File: src/rtl/conv_pkg.sv
// Shared definitions for the 3x3 convolution scheduler and its address generator.
// Latency: n/a (types, constants and pure functions only).
// Backpressure: n/a.
package conv_pkg;

  typedef enum logic [1:0] {
    ST_IDLE  = 2'd0,
    ST_RUN   = 2'd1,
    ST_DRAIN = 2'd2,
    ST_DONE  = 2'd3
  } state_t;

  localparam int TAPS     = 9;
  localparam int KERNEL_W = 72;
  localparam int WEIGHT_W = 8;
  localparam int TAP_W    = 4;

  // Tap k -> window row r = k/3 and column c = k%3, packed two bits per tap,
  // tap 0 in the least significant pair.
  localparam logic [2*TAPS-1:0] TAP_ROW_LUT =
    {2'd2, 2'd2, 2'd2, 2'd1, 2'd1, 2'd1, 2'd0, 2'd0, 2'd0};
  localparam logic [2*TAPS-1:0] TAP_COL_LUT =
    {2'd2, 2'd1, 2'd0, 2'd2, 2'd1, 2'd0, 2'd2, 2'd1, 2'd0};

  function automatic logic [1:0] tap_row(input logic [TAP_W-1:0] k);
    return TAP_ROW_LUT[2*k +: 2];
  endfunction

  function automatic logic [1:0] tap_col(input logic [TAP_W-1:0] k);
    return TAP_COL_LUT[2*k +: 2];
  endfunction

endpackage

File: src/rtl/conv_addr_gen.sv
// Maps window position (x, y) and tap index k to a pixel RAM read address and output pixel index.
// Latency: purely combinational, zero cycles.
// Backpressure: none; the caller decides when the result is used.
//
// Ports:
//   x, y      window top-left corner (output pixel coordinates)
//   k         tap index 0..8, row-major inside the 3x3 window
//   ram_addr  (y + k/3) * IMG_W + (x + k%3)
//   out_addr  y * (IMG_W - 2) + x
module conv_addr_gen
  import conv_pkg::*;
#(
  parameter int IMG_W  = 16,
  parameter int ADDR_W = 8
) (
  input  logic [ADDR_W-1:0] x,
  input  logic [ADDR_W-1:0] y,
  input  logic [TAP_W-1:0]  k,
  output logic [ADDR_W-1:0] ram_addr,
  output logic [ADDR_W-1:0] out_addr
);

  // Two guard bits so the intermediate sums cannot wrap before truncation.
  localparam int AW = ADDR_W + 2;

  logic [AW-1:0] row;
  logic [AW-1:0] col;

  always_comb begin
    row      = AW'(y) + AW'(tap_row(k));
    col      = AW'(x) + AW'(tap_col(k));
    ram_addr = ADDR_W'(row * AW'(IMG_W) + col);
    out_addr = ADDR_W'(AW'(y) * AW'(IMG_W - 2) + AW'(x));
  end

endmodule

File: src/rtl/conv_scheduler.sv
// Job sequencer for the 3x3 smoothing convolution: walks every valid output pixel, 9 RAM reads each.
// Latency: ram_en/ram_addr in the issue cycle; weight/tap_* /out_addr one cycle later (RAM read latency).
// Backpressure: tap_ready=0 suppresses the issue and freezes all counters; issued taps are never stalled.
//
// Ports:
//   clk, reset      rising-edge clock; asynchronous active-low reset
//   start, kernel   job request (IDLE only) and nine 8-bit weights, tap k at kernel[71-8k -: 8]
//   tap_ready       consumer can take a tap issued this cycle
//   ram_en/ram_addr pixel RAM read strobe and address
//   weight, tap_valid, tap_first, tap_last, out_addr   registered tap stream to the MAC
//   busy, done      job in progress (RUN/DRAIN); one-cycle end-of-job pulse
//   stall_cnt       present only with CONV_SCHED_STALL_CNT_EN: saturating count of stalled RUN cycles
module conv_scheduler
  import conv_pkg::*;
#(
  parameter int IMG_W  = 16,
  parameter int IMG_H  = 16,
  parameter int ADDR_W = 8
) (
  input  logic                clk,
  input  logic                reset,
  input  logic                start,
  input  logic [KERNEL_W-1:0] kernel,
  input  logic                tap_ready,
  output logic                ram_en,
  output logic [ADDR_W-1:0]   ram_addr,
  output logic [WEIGHT_W-1:0] weight,
  output logic                tap_valid,
  output logic                tap_first,
  output logic                tap_last,
  output logic [ADDR_W-1:0]   out_addr,
  output logic                busy,
  output logic                done
`ifdef CONV_SCHED_STALL_CNT_EN
  ,
  output logic [15:0]         stall_cnt
`endif
);

  localparam logic [ADDR_W-1:0] X_LAST = ADDR_W'(IMG_W - 3);
  localparam logic [ADDR_W-1:0] Y_LAST = ADDR_W'(IMG_H - 3);
  localparam logic [TAP_W-1:0]  K_LAST = TAP_W'(TAPS - 1);

  state_t              state_q;
  state_t              state_d;
  logic [ADDR_W-1:0]   x_q;
  logic [ADDR_W-1:0]   y_q;
  logic [TAP_W-1:0]    k_q;
  logic [WEIGHT_W-1:0] kern_q [TAPS];
  logic [ADDR_W-1:0]   pix_addr;
  logic                accept;
  logic                issue;
  logic                last_issue;

  assign accept     = (state_q == ST_IDLE) && start;
  assign issue      = (state_q == ST_RUN) && tap_ready;
  assign last_issue = issue && (k_q == K_LAST) && (x_q == X_LAST) && (y_q == Y_LAST);
  assign ram_en     = issue;

  conv_addr_gen #(
    .IMG_W  (IMG_W),
    .ADDR_W (ADDR_W)
  ) u_addr_gen (
    .x        (x_q),
    .y        (y_q),
    .k        (k_q),
    .ram_addr (ram_addr),
    .out_addr (pix_addr)
  );

  always_ff @(posedge clk or negedge reset) begin
    if (!reset) begin
      state_q <= ST_IDLE;
    end else begin
      state_q <= state_d;
    end
  end

  always_comb begin
    state_d = state_q;
    busy    = 1'b0;
    done    = 1'b0;
    case (state_q)
      ST_IDLE: begin
        if (start) state_d = ST_RUN;
      end
      ST_RUN: begin
        busy = 1'b1;
        if (last_issue) state_d = ST_DRAIN;
      end
      ST_DRAIN: begin
        // Final tap is on the registered outputs this cycle.
        busy    = 1'b1;
        state_d = ST_DONE;
      end
      ST_DONE: begin
        done    = 1'b1;
        state_d = ST_IDLE;
      end
      default: state_d = ST_IDLE;
    endcase
  end

  // Window walk: k fastest, then x, then y. The last issue wraps everything
  // to zero so ram_addr rests at 0 between jobs.
  always_ff @(posedge clk or negedge reset) begin
    if (!reset) begin
      x_q <= '0;
      y_q <= '0;
      k_q <= '0;
    end else if (accept) begin
      x_q <= '0;
      y_q <= '0;
      k_q <= '0;
    end else if (issue) begin
      if (k_q == K_LAST) begin
        k_q <= '0;
        if (x_q == X_LAST) begin
          x_q <= '0;
          y_q <= (y_q == Y_LAST) ? '0 : y_q + 1'b1;
        end else begin
          x_q <= x_q + 1'b1;
        end
      end else begin
        k_q <= k_q + 1'b1;
      end
    end
  end

  always_ff @(posedge clk or negedge reset) begin
    if (!reset) begin
      for (int i = 0; i < TAPS; i++) kern_q[i] <= '0;
    end else if (accept) begin
      for (int i = 0; i < TAPS; i++) kern_q[i] <= kernel[KERNEL_W-1-WEIGHT_W*i -: WEIGHT_W];
    end
  end

  // One-cycle delay so the tap descriptor lines up with the RAM read data.
  always_ff @(posedge clk or negedge reset) begin
    if (!reset) begin
      weight    <= '0;
      tap_valid <= 1'b0;
      tap_first <= 1'b0;
      tap_last  <= 1'b0;
      out_addr  <= '0;
    end else begin
      tap_valid <= issue;
      tap_first <= issue && (k_q == '0);
      tap_last  <= issue && (k_q == K_LAST);
      if (issue) begin
        weight   <= kern_q[k_q];
        out_addr <= pix_addr;
      end
    end
  end

`ifdef CONV_SCHED_STALL_CNT_EN
  always_ff @(posedge clk or negedge reset) begin
    if (!reset) begin
      stall_cnt <= '0;
    end else if (accept) begin
      stall_cnt <= '0;
    end else if ((state_q == ST_RUN) && !tap_ready && (stall_cnt != 16'hFFFF)) begin
      stall_cnt <= stall_cnt + 16'd1;
    end
  end
`endif

endmodule

File: config.mk
export PLATFORM = sky130hd
export DESIGN_NAME = conv_scheduler
export DESIGN_NICKNAME = d
export VERILOG_FILES = /design/src/rtl/conv_pkg.sv /design/src/rtl/conv_addr_gen.sv /design/src/rtl/conv_scheduler.sv
export SDC_FILE = /design/constraint.sdc
export NUM_CORES = 1
export LEC_CHECK = 0
export BUFFER_PORTS_ARGS = -buffer_cell sky130_fd_sc_hd__clkbuf_2
export CAP_MARGIN = 25
export CORE_MARGIN = 10
export CORE_UTILIZATION = 25
export DETAILED_ROUTE_END_ITERATION = 12
export PLACE_DENSITY_LB_ADDON = 0.25
export SLEW_MARGIN = 20
export SYNTH_ARGS = -nofsm -noshare
export SYNTH_HDL_FRONTEND = slang
export SYNTH_SLANG_ARGS = --single-unit
File: constraint.sdc
create_clock -name clk -period 7.8 [get_ports clk]
set_clock_uncertainty 0.05 [all_clocks]
set_input_delay 1.17 -clock clk [delete_from_list [all_inputs] [get_ports clk]]
set_output_delay 1.17 -clock clk [all_outputs]
set_load 0.02 [all_outputs]
==> results.json <==
{
  "synth_top_area_frac": 0.467,
  "antenna_cells": 0,
  "multi_input_area_um2": 3020,
  "r2r.worst_path.cells": 8,
  "synth_fa_ha_area_frac": 0.0987,
  "core_area_um2": 23700,
  "cts.clk_slew.worst_paths_ns": 0.06,
  "seqCellArea_um2": 2830,
  "critPathKind": "register to primary output",
  "finalCriticalPeriod_ns": 4.84,
  "path_common_cell": "ha_1",
  "synth_top_cell_by_area": "dfrtp_1",
  "pre_cts_ws_ns": 3.01,
  "synth.distinct_cells": 52,
  "synthMuxAreaShare": 0.0834,
  "synth_edf_count": 0,
  "clkLatencyLatePin_ns": 0.42,
  "reg2reg_from": "y_q[2]",
  "antenna_found_initial": 0,
  "slowest_stage": "dfrtp_1",
  "ys_async_sr_fraction": 1.00,
  "grt_start_max_net_pins": 78,
  "maxCapViolCount": 0,
  "setup_violations": 0,
  "io_pins": 106,
  "cts.htree.levels": 4,
  "syn_area_per_cell_um2": 9.45,
  "viasPerCell": 4.27,
  "grt_pass1_wl_um": 26300,
  "end_kind": "primary output",
  "clk_path_buf_depth": 2,
  "fp.dieH_um": 176,
  "fill_cells": 2588,
  "status": "finished, final reports clean",
  "die-area_um2": 30900,
  "drc": 0,
  "cts_resized": 0,
  "start_kind": "register",
  "regToRegSetupSlack_ns": 4.70,
  "hold_buffers": 0,
  "slew_headroom": 0.435,
  "max-vdd-ir-drop_v": 0.000176,
  "grt_pass1_vias": 4867,
  "hold_class": "register to register",
  "ant_nets": 0,
  "grt_overflow": 0,
  "final.setup.worst_slack_ns": 2.96,
  "synth_compound_area_frac": 0.0694,
  "crit_fanout": 14,
  "ys_top_cells_by_area": "dfrtp_1 47%, nand2_1 15%, ha_1 7.2%, mux4_2 5.9%, fa_1 2.6%",
  "mappedNetlistNets": 760,
  "synth_area_um2": 6060,
  "synth_warnings": 0,
  "cts_root_buf": "clkbuf_16",
  "hpwlAfterDp_um": 11900,
  "cts_made_buffers": 17,
  "r2r_end": "out_addr[6]",
  "yosysSeqAreaShare": 0.467,
  "cts_sinks": 113,
  "syn_inst": 641,
  "totalWireLength_um": 16300,
  "cts_tree": "built",
  "drive_gt1_frac": 0.228,
  "hp-start": "kern_q[23]",
  "track_usage": 0.108,
  "cts_setup_buffers": 0,
  "synth_top_family_by_area": "simple AND/OR/NAND/NOR gates",
  "mostFrequentLayoutCell": "nand2_1",
  "fmax_ghz": 0.207,
  "yosys.area_share.simple": 0.212,
  "fp.dieW_um": 176,
  "leakagePower_nw": 3.94,
  "initial_utilization": 0.256,
  "numPortBuffers": 105,
  "whs_path_depth": 2,
  "place_congestion": 0.784,
  "rsz0062_at_grt": "no",
  "ys_ff_latch": 113,
  "first_iter_violations": 341,
  "period_share": 0.620,
  "max_stage_delay_ns": 0.74,
  "worstPathRequired_ns": 6.58,
  "max_slew.worst_pin.slew_ns": 0.847,
  "maxSlewViolCount": 0,
  "dp.cells": 1039,
  "layout.cells.most_common_list": "245 x nand2_1, 113 x dfrtp_1, 104 x clkbuf_2, 35 x ha_1, 25 x o21ai_0",
  "area_growth_pct": 23.9,
  "post_drt_wl_per_cell_um": 15.2,
  "synth_xor_area_frac": 0.0347,
  "layout.cells.non_filler": 1072,
  "synthFlopType": "dfrtp_1",
  "power_density_nw_per_um2": 259,
  "path_cells": "ha_1, nor2_1, a211oi_1, ha_1, inv_1, fa_1, xnor2_1, ha_1, a21oi_1, o21ai_0, xnor2_1, clkbuf_2",
  "num_rows": 56,
  "via_count": 4575,
  "tns_ns": 0,
  "finalHoldViolCount": 0,
  "min_to": "kern_q[23]",
  "nets": 859,
  "critPathArrivalTime_ns": 3.62,
  "drtPass1Iterations": 4
}
==> per-stage QoR <==
step | util | power (mW) | instance area, um^2 | hold slack (ns)
final | 0.317 | 1.95 | 7510 | 0.420
after floorplan | - | 1.01 | 6060 | 0.390
after global placement | 0.291 | 1.16 | 6900 | 0.404
after global routing | 0.317 | 2.06 | 7510 | 0.439
after detailed placement | 0.291 | 1.16 | 6900 | 0.408
after CTS | 0.316 | 1.96 | 7490 | 0.424
==> per-layer routing <==
metal / track usage / vias to the layer above / wire (um)
met1: 0.145 / 2147 / 8050
li1: - / 2312 / -
met2: 0.161 / 104 / 7170
met4: 0.0297 / 0 / 156
met3: 0.0384 / 12 / 904
met5: 0 / - / 0
==> how the worst max path moves through the flow <==
stage	from	to	slack (ns)
detailed placement	k_q[1]	ram_addr[7]	3.01
finish	k_q[1]	ram_addr[7]	2.96
global route	k_q[1]	ram_addr[7]	2.76
floorplan	k_q[2]	ram_addr[7]	3.74
global placement	k_q[1]	ram_addr[7]	3.06
CTS	k_q[1]	ram_addr[7]	2.55
==> worst max-delay path: cells and delay by family (launching register included) <==
family / cells / cell delay, ns
adder cells (fa/ha/maj): 4 / 1.23
AND/OR/NAND/NOR: 1 / 0.04
AO/OA/AOI/OAI: 3 / 0.66
flip-flops: 1 / 0.74
XOR/XNOR: 2 / 0.28
buffers and inverters: 2 / 0.24
==> Yosys cell counts (all sizes together), types with 3 or more instances <==
master / number
o21ai: 26
mux2: 4
inv: 19
mux4: 16
xor2: 8
or3: 5
a211oi: 3
a21o: 9
ha: 35
nand2: 247
dfrtp: 113
mux2i: 10
fa: 8
a21oi: 24
and2: 3
nor3b: 3
nor3: 4
clkbuf: 20
nand3: 7
nor2: 21
nor2b: 3
buf: 11
xnor2: 16
==> logic make-up (layout without fill, tap and decap cells) <==
kind of cell             after synthesis  in the layout
AND/OR/NAND/NOR                      307            307
buffers and inverters                 52            164
XOR/XNOR                              24             24
AO/OA/AOI/OAI                         72             72
flip-flops                           113            113
adder cells (fa/ha/maj)               43             43
multiplexers                          30             30
==> where the power goes <==
group	switching, mW	internal (mW)
clock network	0.311	0.480
logic	0.267	0.199
registers	0.0729	0.617
==> registers in the layout, indices dropped and copies added (netlist names) <==
signal,flops
k_q,4
kern_q,72
out_addr,8
state_q,2
tap_first,1
tap_last,1
tap_valid,1
weight,8
x_q,8
y_q,8
==> layout make-up <==
cell class	instances	area share
clock inverters	15	0.0230
inverters	21	0.0105
well taps	319	0.0532
multi-input cells	476	0.403
repair buffers	111	0.0773
flip-flops and latches	113	0.377
clock buffers	17	0.0567
Power figures use the tool's default switching activity.
